<file path="config.mk">
export PLATFORM = sky130hd
export DESIGN_NAME = fetch_sequencer
export DESIGN_NICKNAME = d
export VERILOG_FILES = /design/src/rtl/fetch_sequencer.sv
export SDC_FILE = /design/constraint.sdc
export NUM_CORES = 1
export LEC_CHECK = 0
export BUFFER_PORTS_ARGS = -buffer_cell sky130_fd_sc_hd__clkbuf_2
export CORE_MARGIN = 5
export CORE_UTILIZATION = 49
export CTS_BUF_LIST = sky130_fd_sc_hd__clkbuf_8 sky130_fd_sc_hd__clkbuf_16
export DETAILED_ROUTE_END_ITERATION = 10
export GPL_ROUTABILITY_DRIVEN = 0
export PLACE_DENSITY_LB_ADDON = 0.1
export SLEW_MARGIN = 5
export SYNTH_ARGS = -nofsm -noshare
export SYNTH_HDL_FRONTEND = slang
export SYNTH_SLANG_ARGS = --single-unit
</file>
<file path="constraint.sdc">
create_clock -name clk -period 2.3 [get_ports clk]
set_clock_uncertainty 0.15 [all_clocks]
set_input_delay 0.46 -clock clk [delete_from_list [all_inputs] [get_ports clk]]
set_output_delay 0.46 -clock clk [all_outputs]
set_load 0.02 [all_outputs]
</file>
<file path="src/rtl/fetch_sequencer.sv">
// fetch_sequencer: PC owner and imem request/grant/response fetch FSM with redirect handling.
// Optional misaligned-redirect trap enabled by defining FETCH_MISALIGN_TRAP_EN.
module fetch_sequencer #(
  parameter int XLEN = 32,
  parameter logic [XLEN-1:0] RESET_PC = '0
) (
  input  logic            clk,
  input  logic            rst_n,
  input  logic            halt,
  output logic            imem_req,
  output logic [XLEN-1:0] imem_addr,
  input  logic            imem_gnt,
  input  logic            imem_rvalid,
  input  logic [31:0]     imem_rdata,
  output logic            instr_valid,
  output logic [31:0]     instr_out,
  output logic [XLEN-1:0] instr_pc,
  input  logic            instr_ready,
  input  logic            redirect_valid,
  input  logic [XLEN-1:0] redirect_pc,
  output logic            fetch_fault,
  output logic [XLEN-1:0] fault_pc
);
`ifdef FETCH_MISALIGN_TRAP_EN
  typedef enum logic [2:0] {IDLE, REQ, RESP, HOLD, DROP, FAULT} state_t;
`else
  typedef enum logic [2:0] {IDLE, REQ, RESP, HOLD, DROP} state_t;
`endif
  state_t          r_state;
  state_t          w_go;
  logic [XLEN-1:0] r_pc;
  logic [31:0]     r_instr;
  logic [XLEN-1:0] r_ipc;
  logic            w_redir;
  logic [XLEN-1:0] w_rpc;
`ifdef FETCH_MISALIGN_TRAP_EN
  logic            r_fault;
  logic [XLEN-1:0] r_fault_pc;
  logic            w_mis;
  // once faulted, further redirects are ignored so fault_pc keeps the first offender
  assign w_redir     = redirect_valid & ~r_fault;
  assign w_mis       = w_redir & |redirect_pc[1:0];
  assign w_go        = (w_mis | r_fault) ? FAULT : REQ;
  assign w_rpc       = redirect_pc;
  assign fetch_fault = r_fault;
  assign fault_pc    = r_fault_pc;
`else
  assign w_redir     = redirect_valid;
  assign w_go        = REQ;
  assign w_rpc       = redirect_pc & ~XLEN'(3);
  assign fetch_fault = 1'b0;
  assign fault_pc    = '0;
`endif
  assign imem_req    = r_state == REQ;
  assign imem_addr   = imem_req ? r_pc : '0;
  assign instr_valid = r_state == HOLD;
  assign instr_out   = r_instr;
  assign instr_pc    = r_ipc;
  always_ff @(posedge clk or negedge rst_n) begin
    if (!rst_n) begin
      r_state    <= IDLE;
      r_pc       <= RESET_PC;
      r_instr    <= '0;
      r_ipc      <= '0;
`ifdef FETCH_MISALIGN_TRAP_EN
      r_fault    <= 1'b0;
      r_fault_pc <= '0;
`endif
    end else begin
      if (w_redir) r_pc <= w_rpc;
`ifdef FETCH_MISALIGN_TRAP_EN
      if (w_mis) begin
        r_fault    <= 1'b1;
        r_fault_pc <= redirect_pc;
      end
`endif
      case (r_state)
        IDLE: r_state <= w_redir ? w_go : (halt ? IDLE : REQ);
        REQ:  r_state <= w_redir ? (imem_gnt ? DROP : w_go) : (imem_gnt ? RESP : REQ);
        RESP: begin
          r_state <= w_redir ? (imem_rvalid ? w_go : DROP) : (imem_rvalid ? HOLD : RESP);
          if (!w_redir && imem_rvalid) begin
            r_instr <= imem_rdata;
            r_ipc   <= r_pc;
          end
        end
        HOLD: begin
          r_state <= w_redir ? w_go : (instr_ready ? (halt ? IDLE : REQ) : HOLD);
          if (!w_redir && instr_ready) r_pc <= r_pc + XLEN'(4);
        end
        DROP: if (imem_rvalid) r_state <= w_go;
        default: r_state <= r_state;
      endcase
    end
  end
endmodule

</file>
Word level (Yosys, flattened, before mapping)
Index checks and enable logic that the tools add are counted.
Operators by class
  multiplexer cells: 16
  add/subtract/negate cells: 1
  reduce and logical (&&, ||, !) cells: 7
  equal/unequal tests: 5
Operators with widths (count)
  2-to-1 mux 32 bit: 4
  adder 32 x 3 -> 32 bit (second input constant): 1
  2-to-1 mux 3 bit: 6
  case mux 3 bit (5 select lines): 1
  == test 3 x 2 -> 1 bit (second input constant): 2
  2-to-1 mux 2 bit: 3
  nonzero test 5 bit: 1
  AND reduction 2 bit: 2
  == test 3 x 1 -> 1 bit (second input constant): 1
  == test 3 bit (second input constant): 1
  logical NOT 3 bit: 1
  logical AND 1 bit: 2
  2-to-1 mux 1 bit: 2
  != test 2 bit (second input constant): 1
  logical NOT 1 bit: 1
Storage, ports and cells
  logic and storage cells: 33
  flip-flop bits (word level): 99

Depth between registers and ports, before layout
  depth in word-level cells: 4
  mapped depth: 7
  depth with buffers taken out: 5

Worst setup path after synthesis
No wires, ideal clock.
  kind: register -> output
  start: register r_state[0]
  end: output imem_addr[23]
  arrival time: 1835 ps
  buffers on the path: 2
  required time: 1690 ps
  cell stages (with the launch flop): 5
  path slack: -145 ps
  path through: dfrtp_1 clkbuf_1 nor3b_1 clkbuf_1 and2_1
Between the ends
  cells in the longest elaborated chain, start to end: 2
Ends and longest elaborated chain
  start: declaration: line 29  | state_t r_state;
  start signal: assignment: line 78  | IDLE: r_state <= w_redir ? w_go : (halt ? IDLE : REQ);
  start signal: assignment: line 79  | REQ: r_state <= w_redir ? (imem_gnt ? DROP : w_go) : (imem_gnt ? RESP : REQ);
  start signal: assignment: line 81  | r_state <= w_redir ? (imem_rvalid ? w_go : DROP) : (imem_rvalid ? HOLD : RESP);
  == test 3 x 1 -> 1 bit: line 54  | assign imem_req = r_state == REQ;
  named net imem_req: line 10  | output logic imem_req,
  2-to-1 mux 32 bit: line 55  | assign imem_addr = imem_req ? r_pc : '0;
  end: declaration: line 11  | output logic [XLEN-1:0] imem_addr,
The timed path passes the listed nets, and every way through them passes these cells.

Final worst setup path
  start: register r_state[2]
  end: register r_pc[29]
Between the ends
  cells in the longest elaborated chain, start to end: 2
Ends and longest elaborated chain
  == test 3 x 2 -> 1 bit: line 77  | case (r_state)
  2-to-1 mux 32 bit: line 77
  end signal: assignment: line 70  | if (w_redir) r_pc <= w_rpc;
  end signal: assignment: line 89  | if (!w_redir && instr_ready) r_pc <= r_pc + XLEN'(4);
  end: declaration: line 31  | logic [XLEN-1:0] r_pc;
No other way between the ends.
A chain may end at the register's enable or synchronous reset.

==> out/metrics.cfg <==
[status]
outcome=completed

[route]
viasPerCell=5.26
first_pass_iters=4
wirelength_mm=12.6
wl_per_cell_um=16.2
antenna_left=0
drc_errors=0
vias=4089
drtIter0Drc=186

[logic_synthesis]
synth.most_common_cell=dfrtp_1
yosys-top-cells-area=dfrtp_1, mux2_2, buf_4
syn_area_um2=4930
synth_top_area_cell=dfrtp_1
synth_cell_types=43
yosys_register_bits=99
yosysTopAreaCellShare_pct=50.3
avgSynthCellArea_um2=11.0
yosysSeqAreaShare_pct=50.3
yosys_warnings=0
synth_common_cells=dfrtp_1, mux2_2, and2_1, buf_4
synth_flop_cell=dfrtp_1
synth_cells=448
async_flop_share_pct=100
synth_edf_count=0

[critical_path]
startpoint_type=flop
crit_buf_inv=2
critical_path.max_stage_delay_ns=0.56
path_cells=buf_4 -> nand4b_4 -> or4_4 -> buf_8 -> or4_1 -> a31oi_1
cp-end-kind=flop
cp.required_ns=2.43
crit_path_max_fanout=20
crit_slowest_cell=or4_4
crit_family=simple AND/OR/NAND/NOR gates
path_class=flop to flop
crit_arrival_ns=2.42

[place]
dpl-instance-area_um2=5930
dp.cells=745
hpwlAfterDp_mm=8.74
dp_slack_ns=-0.0393
io_buffers=166

[cts]
clock_latency_ns=0.36
cts_made_buffers=9
cts.path.max_buffers=2
cts-root-buf=clkbuf_8
clock_sinks=99
cts_tree=yes
clk_pin_slew_ns=0.10
cts_max_level=3

[final_layout]
n_antenna_cell=0
num-fill-cells=788
drive_gt1_share_pct=48.4
final_cells=778
nNetsFinal=713
final_area_um2=6700
syn2layout_area_growth_pct=35.9
multi_input_area_um2=2290
post-route-util_pct=68.5
seq_area_um2=2480

[power_and_ir_drop]
ir_drop_mv=0.632
pwr-share-comb_pct=45.4
switching_share_pct=38.0
p_sw_mw=2.46
pwr-share-seq_pct=39.2
power.density_nw_per_um2=966
p_clk_share_pct=15.4
leakage_nw=3.35
intPower_mw=4.01

[floorplan]
core_um2=9770
chipHeight_um=110
rows=36
fp.dieW_um=110
initial_core_util_pct=50.4
dieArea_um2=12200
ioPinCount=202

[job]
drv_cap=0

[timing]
period_minus_slack_ns=2.29
fin_setup_tns_ns=0
slew_viol_final=0
rsz0062_at_grt=true
fmax_mhz=437
tightest_slew_ns=0.549
slew_headroom_pct=63.4
setup_slack_ns=0.0121
setup_viol_count_final=0
period_share_pct=99.5
finalHoldViolCount=0

[global_route]
grt_max_degree=54
grt_util_all_layers_pct=20.1
gr-total-overflow=0
grt_antenna_before_repair=0
grt_pass1_vias=3951
grt_pass1_wl_mm=19.1

[worst_hold_path]
hold_class=primary input to flop

-- metrics by stage --
| step | hold slack (ns) | power, mW |
|---|---|---|
| floorplan | 0.0144 | 4.10 |
| global placement | 0.223 | 4.96 |
| detailed placement | 0.231 | 5.03 |
| CTS | 0.139 | 6.35 |
| global route | 0.151 | 6.85 |
| finish | 0.160 | 6.47 |
-- path summary, 6_finish.rpt --
check / from / end / slack, ns / depth (start not counted)
max reg2reg: r_state[2] / r_pc[29] / 0.01 / 6
min in group asynchronous: rst_n / r_pc[14] / 0.40 / 2
min: redirect_pc[5] / r_pc[5] / 0.16 / 3
min reg2reg: instr_pc[8] / instr_pc[8] / 0.34 / 1
max: r_state[2] / r_pc[29] / 0.01 / 6
max in group asynchronous: rst_n / instr_out[10] / 0.97 / 3
-- registers in the layout, summed over array words and instances (netlist names) --
register,count
r_pc,32
instr_out,32
instr_pc,32
r_state,3
-- placed cells by master (no fill, tap or decap), types with 8 or more instances in the layout --
cell,instances
mux2_2,57
nand3_1,12
o31ai_1,9
and2_1,16
nor2_1,19
clkbuf_8,10
buf_4,32
o21ai_0,22
dfrtp_1,99
clkbuf_2,133
nand4_1,8
and2_4,18
a31oi_1,13
buf_6,20
or4_1,10
inv_1,9
conb_1,33
buf_8,18
nand2_1,22
xnor2_1,8
-- routing by layer --
metal,vias to the layer above,global-route usage (%),part of all wire [%]
li1,1919,-,-
met1,2019,25.2,40
met2,136,33.8,51
met3,15,5.24,7.6
met4,0,7.21,1.5
met5,-,0,0
-- power groups by stage --
stage	sequential (mW)	clock, mW	combinational [mW]
final	2.53	0.998	2.94
after global routing	2.61	1.09	3.14
after CTS	2.53	1.03	2.79
after detailed placement	2.57	0	2.46
after global placement	2.54	0	2.42
after floorplan	3.08	0	1.02
-- worst min-delay path: stages --
cell and delay [ns]:
clkbuf_2 0.07, nand2_1 0.04, o21ai_0 0.05
-- logic make-up after synthesis --
family	share of synthesized area, %
fa+ha+maj	0.254
flops	50.3
simple gates	17.1
other cells	0.0761
mux	15.0
compound gates	7.24
buf+inv	8.28
xor+xnor	1.78
-- layout make-up --
cell class              instances  share of cell area (%)
well taps                     133                    2.48
flip-flops and latches         99                    37.0
multi-input cells             312                    34.3
inverters                       8                   0.448
repair buffers                211                    23.3
clock buffers                  10                    2.05
clock inverters                 5                   0.467
-- what timing repair did --
item / 4_1_cts / 5_1_grt
cloned: 1 / 2
endpoints found under the setup margin: 24 / 42
hold buffers: 1 / 0
pin swaps: 2 / 19
buffers inserted: 10 / 4
gates resized for setup: 57 / 84
endpoints found under the hold margin: 20 / 0
Power figures use the tool's default switching activity.
